### config.mk
export PLATFORM = sky130hd
export DESIGN_NAME = csr_controller
export DESIGN_NICKNAME = d
export VERILOG_FILES = /design/src/rtl/csr_controller_pkg.sv /design/src/rtl/csr_controller_alu.sv /design/src/rtl/csr_controller.sv
export SDC_FILE = /design/constraint.sdc
export NUM_CORES = 1
export LEC_CHECK = 0
export ABC_AREA = 1
export ABC_CLOCK_PERIOD_IN_PS = 7600
export CAP_MARGIN = 10
export CORE_UTILIZATION = 25
export DETAILED_ROUTE_END_ITERATION = 10
export SYNTH_ARGS = -nofsm -noshare
export SYNTH_HDL_FRONTEND = slang
export SYNTH_HIERARCHICAL = 1
export SYNTH_SLANG_ARGS = --single-unit
### constraint.sdc
create_clock -name clk -period 7.6 [get_ports clk]
set_input_delay 1.14 -clock clk [delete_from_list [all_inputs] [get_ports clk]]
set_output_delay 1.14 -clock clk [all_outputs]
set_load 0.03 [all_outputs]
### src/rtl/csr_controller_pkg.sv
// Shared types and constants for the machine-mode CSR controller.
// Package rv32i holds the CSR op encoding, the register-file write
// strobe type, the CSR address map and the controller FSM states.
package rv32i;

    typedef enum logic [1:0] {
        CSR_RW = 2'b01,
        CSR_RS = 2'b10,
        CSR_RC = 2'b11
    } csr_op_e;

    typedef enum logic {
        REG_NO_WE = 1'b0,
        REG_WE    = 1'b1
    } reg_we_e;

    typedef enum logic [2:0] {
        IDLE       = 3'd0,
        CSR_RD     = 3'd1,
        CSR_WR     = 3'd2,
        TRAP_EPC   = 3'd3,
        TRAP_CAUSE = 3'd4,
        TRAP_TVAL  = 3'd5,
        TRAP_VEC   = 3'd6,
        MRET_RD    = 3'd7
    } csr_state_e;

    localparam logic [11:0] MTVEC   = 12'h305;
    localparam logic [11:0] MEPC    = 12'h341;
    localparam logic [11:0] MCAUSE  = 12'h342;
    localparam logic [11:0] MTVAL   = 12'h343;
    localparam logic [11:0] MCYCLE  = 12'hB00;
    localparam logic [11:0] MCYCLEH = 12'hB80;

    // Clear the two low bits so a target address is word aligned.
    function automatic logic [31:0] align4(input logic [31:0] addr);
        return addr & ~32'h3;
    endfunction

endpackage

### src/rtl/csr_controller_alu.sv
// Read-modify-write datapath for CSR instructions:
// RW replaces, RS sets the src bits, RC clears the src bits.
module csr_alu
    import rv32i::*;
(
    input  csr_op_e     op,
    input  logic [31:0] old_value,
    input  logic [31:0] src,
    output logic [31:0] new_value
);

    // Select the new CSR value from the op.
    always_comb begin
        new_value = src;
        case (op)
            CSR_RW:  new_value = src;
            CSR_RS:  new_value = old_value | src;
            CSR_RC:  new_value = old_value & ~src;
            default: new_value = src;
        endcase
    end

endmodule

### src/rtl/csr_controller.sv
// Machine-mode CSR controller: serialises instruction CSR accesses,
// trap entry (mepc/mcause/mtval writes then mtvec read) and mret
// (mepc read) onto a single-port CSR register file.
// Optional feature macro: RV32I_CSR_MCYCLE_EN adds a free-running
// 64-bit mcycle counter that shadows CSRs 0xB00/0xB80.
module csr_controller
    import rv32i::*;
(
    input  logic        clk,
    input  logic        rst,
    input  logic        csr_req,
    input  csr_op_e     csr_op,
    input  logic [11:0] csr_addr_in,
    input  logic [31:0] csr_src,
    input  logic        csr_wr_en,
    output logic        csr_ready,
    output logic [31:0] csr_rdata,
    input  logic        trap_req,
    input  logic        mret_req,
    input  logic [31:0] trap_pc,
    input  logic [31:0] trap_cause,
    input  logic [31:0] trap_tval,
    output logic        trap_done,
    output logic        mret_done,
    output logic [31:0] trap_vector,
    output logic [31:0] mret_pc,
    output reg_we_e     reg_we,
    output logic [11:0] reg_addr,
    output logic [31:0] reg_wdata,
    input  logic [31:0] reg_rdata,
    output logic        busy
);

    csr_state_e  state;
    csr_state_e  next_state;

    csr_op_e     op_q;
    logic [11:0] addr_q;
    logic [31:0] src_q;
    logic        wr_en_q;
    logic [31:0] pc_q;
    logic [31:0] cause_q;
    logic [31:0] tval_q;
    logic [31:0] old_q;
    logic [31:0] rd_value;
    logic [31:0] new_value;

    csr_alu u_alu (
        .op        (op_q),
        .old_value (old_q),
        .src       (src_q),
        .new_value (new_value)
    );

`ifdef RV32I_CSR_MCYCLE_EN
    logic [63:0] mcycle;

    // Count every cycle; a CSR write to either half loads it instead.
    always_ff @(posedge clk) begin
        if (rst) begin
            mcycle <= 64'd0;
        end else if (reg_we == REG_WE && reg_addr == MCYCLE) begin
            mcycle <= {mcycle[63:32], reg_wdata};
        end else if (reg_we == REG_WE && reg_addr == MCYCLEH) begin
            mcycle <= {reg_wdata, mcycle[31:0]};
        end else begin
            mcycle <= mcycle + 64'd1;
        end
    end

    // Counter halves take the place of the register-file value on reads.
    always_comb begin
        rd_value = reg_rdata;
        if (addr_q == MCYCLE) begin
            rd_value = mcycle[31:0];
        end else if (addr_q == MCYCLEH) begin
            rd_value = mcycle[63:32];
        end
    end
`else
    assign rd_value = reg_rdata;
`endif

    // State register.
    always_ff @(posedge clk) begin
        if (rst) begin
            state <= IDLE;
        end else begin
            state <= next_state;
        end
    end

    // Latch the winning request's operands on accept; capture the old CSR value in CSR_RD.
    always_ff @(posedge clk) begin
        if (state == IDLE) begin
            if (trap_req) begin
                pc_q    <= trap_pc;
                cause_q <= trap_cause;
                tval_q  <= trap_tval;
            end else if (!mret_req && csr_req) begin
                op_q    <= csr_op;
                addr_q  <= csr_addr_in;
                src_q   <= csr_src;
                wr_en_q <= csr_wr_en;
            end
        end
        if (state == CSR_RD) begin
            old_q <= rd_value;
        end
    end

    // Next-state decode and register-file / handshake outputs.
    always_comb begin
        next_state  = state;
        reg_we      = REG_NO_WE;
        reg_addr    = addr_q;
        reg_wdata   = new_value;
        csr_ready   = 1'b0;
        csr_rdata   = 32'd0;
        trap_done   = 1'b0;
        trap_vector = 32'd0;
        mret_done   = 1'b0;
        mret_pc     = 32'd0;

        case (state)
            IDLE: begin
                if (trap_req) begin
                    next_state = TRAP_EPC;
                end else if (mret_req) begin
                    next_state = MRET_RD;
                end else if (csr_req) begin
                    next_state = CSR_RD;
                end
            end
            CSR_RD: begin
                next_state = CSR_WR;
            end
            CSR_WR: begin
                if (wr_en_q) begin
                    reg_we = REG_WE;
                end
                csr_ready  = 1'b1;
                csr_rdata  = old_q;
                next_state = IDLE;
            end
            TRAP_EPC: begin
                reg_we     = REG_WE;
                reg_addr   = MEPC;
                reg_wdata  = pc_q;
                next_state = TRAP_CAUSE;
            end
            TRAP_CAUSE: begin
                reg_we     = REG_WE;
                reg_addr   = MCAUSE;
                reg_wdata  = cause_q;
                next_state = TRAP_TVAL;
            end
            TRAP_TVAL: begin
                reg_we     = REG_WE;
                reg_addr   = MTVAL;
                reg_wdata  = tval_q;
                next_state = TRAP_VEC;
            end
            TRAP_VEC: begin
                reg_addr    = MTVEC;
                trap_done   = 1'b1;
                trap_vector = align4(reg_rdata);
                next_state  = IDLE;
            end
            MRET_RD: begin
                reg_addr   = MEPC;
                mret_done  = 1'b1;
                mret_pc    = align4(reg_rdata);
                next_state = IDLE;
            end
            default: begin
                next_state = IDLE;
            end
        endcase

        // A reset cycle aborts the sequence: no write reaches the register
        // file on the reset edge and no handshake is reported.
        if (rst) begin
            reg_we      = REG_NO_WE;
            csr_ready   = 1'b0;
            csr_rdata   = 32'd0;
            trap_done   = 1'b0;
            trap_vector = 32'd0;
            mret_done   = 1'b0;
            mret_pc     = 32'd0;
        end
    end

    assign busy = (state != IDLE);

endmodule

Word-level counts from Yosys, hierarchy flattened
Cells that the tools add are included.

storage, ports and cells
  ROM bits = 0
  output and inout bits = 145
  latch bits = 0
  memories kept = 0
  bits in registers = 178
  bits in writable memories = 0
  logic and storage cells = 54
  input port bits = 180

operators by class
  div/mod/pow operators = 0
  multipliers = 0
  muxes and demuxes = 22
  magnitude comparators = 0
  shift-type cells = 0
  equal/unequal tests = 10
  add/sub/neg operators = 0
  bitwise operators = 4
  reductions and logical operators = 9

operators with widths
  kind                                                  number
  2-to-1 mux 32 bit                                     6
  case mux 32 bit (3 select lines)                      1
  case mux 32 bit (2 select lines)                      1
  case mux 12 bit (4 select lines)                      1
  AND 32 bit                                            1
  NOT 32 bit                                            1
  OR 32 bit                                             1
  case mux 3 bit (6 select lines)                       1
  equality test 3 bit (second input constant)           4
  2-to-1 mux 3 bit                                      3
  2-to-1 mux 1 bit                                      8
  equality test 3 x 2 -> 1 bit (second input constant)  2
  OR reduction 3 bit                                    2
  equality test 2 bit (second input constant)           2
  inequality test 4 bit (second input constant)         1
  equality test 3 x 1 -> 1 bit (second input constant)  1
  logical NOT 3 bit                                     1
  AND reduction 3 bit                                   1
  nonzero test 3 bit                                    1
  case mux 1 bit (2 select lines)                       1
  AND reduction 2 bit                                   1
  OR reduction 2 bit                                    1
  logical AND 1 bit                                     1
  logical NOT 1 bit                                     1
  NOT 1 bit                                             1

Depth between registers and ports, before layout
  word-level depth = 4
  gate-level depth with buffers = 7
  mapped depth without buffers = 5

Modules after synthesis
Netlist, hierarchy kept.

modules (own cells, without submodules)
  module          area each (um2)  times used  cells an instance  sequential area each (um2)
  csr_controller  7350.8           1           601                5315.1
  csr_alu         636.9            1           136                0.0

Worst setup path before layout
No wires, ideal clock.

  path kind = input port to flip-flop
  start = input port trap_req
  end = register cause_q[0] (enable)
  cell stages on the path = 2
  path buffers = 0
  data arrival time = 5.181 ns
  setup slack = 1.867 ns
  library setup time = 0.552 ns
  data required time = 7.048 ns
  cell sequence = inv_1 -> nor2_1

between the ends
  word-level cells in the longest chain between the ends = 1

RTL lines
  item                           RTL line              RTL
  start, declared                csr_controller.sv:18  input logic trap_req,
  AND reduction 2 bit (no line)  n/a
  end signal, assigned           csr_controller.sv:98  cause_q <= trap_cause;
  end, declared                  csr_controller.sv:42  logic [31:0] cause_q;

Every way passes these cells.
A chain may end at the register's enable or synchronous reset.

Final worst setup path
  start = register state[2]
  end = output port reg_wdata[14]

between the ends
  word-level cells in the longest chain between the ends = 2
  elaborated cells between the ends (all ways) = 4
  classes of those cells = eq/ne (3); mux (1)

RTL lines
  item                                                                        RTL line               RTL
  start, declared                                                             csr_controller.sv:34   csr_state_e state;
  start signal, assigned                                                      csr_controller.sv:89   state <= next_state;
  equality test 3 bit / equality test 3 x 2 -> 1 bit (equally long branches)  csr_controller.sv:125  case (state)
  case mux 32 bit (3 select lines) *                                          csr_controller.sv:125
  end, declared                                                               csr_controller.sv:29   output logic [31:0] reg_wdata,

Every way passes the cells marked *; elsewhere a longest branch is shown, timed or not.

==> flow_summary.ini <==
[setup_path]
crit_type = reg -> out
rr_startpoint = state[0]
timing.rr.end = cause_q[23]
r2r_slack_ns = 3.79
cp_max_fo = 71
critical_path_required_ns = 6.46
cp-start-kind = flop
end_kind = output port
arrival_ns = 3.73
rr_worst_depth = 5

[timing]
finalCritPeriodShare_pct = 64.1
setup_viol = 0
post-route-min-period_ns = 4.87
hold_viol = 0
setup_tns_ns = 0
fin_skew_ns = 0.00886
slew_violations = 0
rsz0062_at_grt = no
timing.fmax_mhz = 205
relSlewSlack_pct = 31.0
tightest_slew_ns = 1.03

[detailed_routing]
vias = 6640
wirelength_um = 27500
drtIter0Drc = 461
vias_per_cell = 4.59
dr.pass1.iters = 5
wl_per_cell_um = 19.0
antenna_left = 0
drcViolationCount = 0

[synthesis]
muxShareOfSynthArea_pct = 0
synth_compound_area_share_pct = 0.454
ys_seq_area_share_pct = 66.5
synth_xor_area_share_pct = 0
ys_ff_latch = 178
async_reset_ff_share_pct = 0
syn_inst = 737
yosys_most_used_dff = edfxtp_1
synth_top_family_by_area = simple AND/OR/NAND/NOR gates
synth_edf_count = 175
synth_simple_gate_area_share_pct = 23.6
synth_fa_ha_area_share_pct = 0
synth_area_per_cell_um2 = 10.8
synth_area_um2 = 7990
synth_cell_types = 26
yosysWarningCount = 6

[clock_network]
clock_latency_ns = 0.43
cts_buffers = 17
cts_max_level = 4
cts_root_buffer = clkbuf_16
hold_buffers = 0
cts_setup_buffers = 0
post_cts_resized = 0
cts_tree = done
clk_pin_slew_ns = 0.07
cts_buffer_depth = 2
cts_sinks = 178

[cells_and_area]
fin_nets = 1211
final_area_um2 = 12100
area_growth_pct = 51.1
drive_gt1_share_pct = 6.23

[floorplan]
dieArea_um2 = 32700
core_area_um2 = 31500
die_width_um = 181
rows = 65
initial_core_util_pct = 25.4
die_h_um = 181
io_pins = 325

[power]
seqPwrFrac_pct = 44.4
switching_share_pct = 30.3
peakVddDrop_uv = 164
p_sw_mw = 0.826
p_leak_nw = 4.62
power_density_nw_per_um2 = 226
internal_power_mw = 1.90
power_frac_comb_pct = 22.1
pwr-share-clk_pct = 33.5

[hold_path]
min_path_type = reg -> reg
hold_path_startpoint = state[2]
holdPathStages = 3
whs_endpoint = state[0]

[global_routing]
grt_first_pass_wirelength_um = 40600
grt_use_total_pct = 16.8
first_global_vias = 6432
overflow = 0
grt_max_degree = 78
antenna_found_initial = 1

[run]
cap_viol_max_count = 0

[placed_design]
hpwl_um = 19200
gp_congestion = 0.824
port_buffers = 320
placed_area_um2 = 11500

[run_status]
status = complete, no violations
final cells by class:
class                      instances  area [µm²]
fill                            3039       19400
sequential                       178        5320
multi-input combinational        395        1960
antenna                            1        2.50
clock buffer                      17         425
inverter                         111         419
timing repair buffer             328        3260
tap                              402         503
clock inverter                    15         174
per-layer routing:
metal	track usage (%)	part of all wire [%]	up-vias
met5	0	0	-
met4	5.03	1.8	0
met3	4.78	8.2	26
met2	26.7	46	318
met1	22.2	44	3154
li1	-	-	3142
kinds of logic (layout without fill, tap and decap cells):
family	Yosys count	count (layout)
AOI/OAI and AO/OA	6	6
and+or+nand+nor	385	385
buffers and inverters	167	471
other	1	5
DFF	178	178
state kept, by name (all words and copies together), names as in the netlist:
name     flops
addr_q      12
cause_q     32
old_q       32
op_q         2
pc_q        32
src_q       32
state        3
tval_q      32
wr_en_q      1
per-stage QoR:
| step | setup slack (ns) | utilization [%] | hold WS, ns | instances | power, mW |
|---|---|---|---|---|---|
| finish | 2.73 | 38.3 | 1.01 | 1447 | 2.73 |
| floorplan | 1.87 | - | 0.651 | 740 | 1.56 |
| CTS | 2.60 | 38.3 | 1.02 | 1446 | 2.76 |
| detailed placement | 2.86 | 36.4 | 1.01 | 1414 | 1.84 |
| global route | 2.45 | 38.3 | 1.07 | 1447 | 2.84 |
| global placement | 2.67 | 36.4 | 0.998 | 1414 | 1.84 |
cells in the mapped netlist, types with 2 or more instances:
| cell | n | area, µm² |
|---|---|---|
| nand3_1 | 104 | 521 |
| nor2_4 | 2 | 22.5 |
| inv_1 | 109 | 409 |
| buf_4 | 10 | 75.1 |
| nand2_1 | 62 | 233 |
| buf_6 | 4 | 45.0 |
| a21oi_1 | 3 | 15.0 |
| buf_1 | 4 | 15.0 |
| dfxtp_1 | 3 | 60.1 |
| clkbuf_1 | 7 | 26.3 |
| nor2_1 | 105 | 394 |
| edfxtp_1 | 175 | 5260 |
| nand2_2 | 12 | 75.1 |
| buf_2 | 30 | 150 |
| or2_2 | 2 | 12.5 |
| nand4_1 | 95 | 594 |
critical path: stages, from the launching register on:
cell	delay [ns]
dfxtp_2	0.31
buf_4	0.35
inv_2	0.68
nand3_2	0.82
nand3_1	0.32
nand4_1	0.13
clkdlybuf4s50_1	0.62
cell usage in the layout (no fill, tap or decap), types with 3 or more instances in the layout:
master	n
a21oi_1	3
buf_4	8
clkbuf_16	17
clkdlybuf4s50_1	320
conb_1	4
dfxtp_2	3
edfxtp_1	175
inv_1	109
inv_6	4
nand2_1	62
nand2_2	12
nand3_1	103
nand4_1	95
nor2_1	103
nor2_4	4
how the worst max path moves through the flow:
stage | cells after the start | to | start | slack, ns
after floorplan | 2 | cause_q[0] | trap_req | 1.87
after global placement | 6 | reg_wdata[15] | state[2] | 2.67
after detailed placement | 5 | csr_rdata[26] | rst | 2.86
after CTS | 5 | csr_rdata[26] | state[2] | 2.60
after global routing | 5 | csr_rdata[26] | state[2] | 2.45
final | 6 | reg_wdata[14] | state[2] | 2.73
power groups by stage:
| stage | sequential, mW | clock (mW) | combinational (mW) |
|---|---|---|---|
| final | 1.21 | 0.913 | 0.604 |
| after global routing | 1.22 | 0.978 | 0.643 |
| after detailed placement | 1.23 | 0 | 0.611 |
| after floorplan | 1.23 | 0 | 0.323 |
| after CTS | 1.21 | 0.938 | 0.613 |
| after global placement | 1.23 | 0 | 0.605 |
Note: power is estimated with default switching activity, not from simulation.
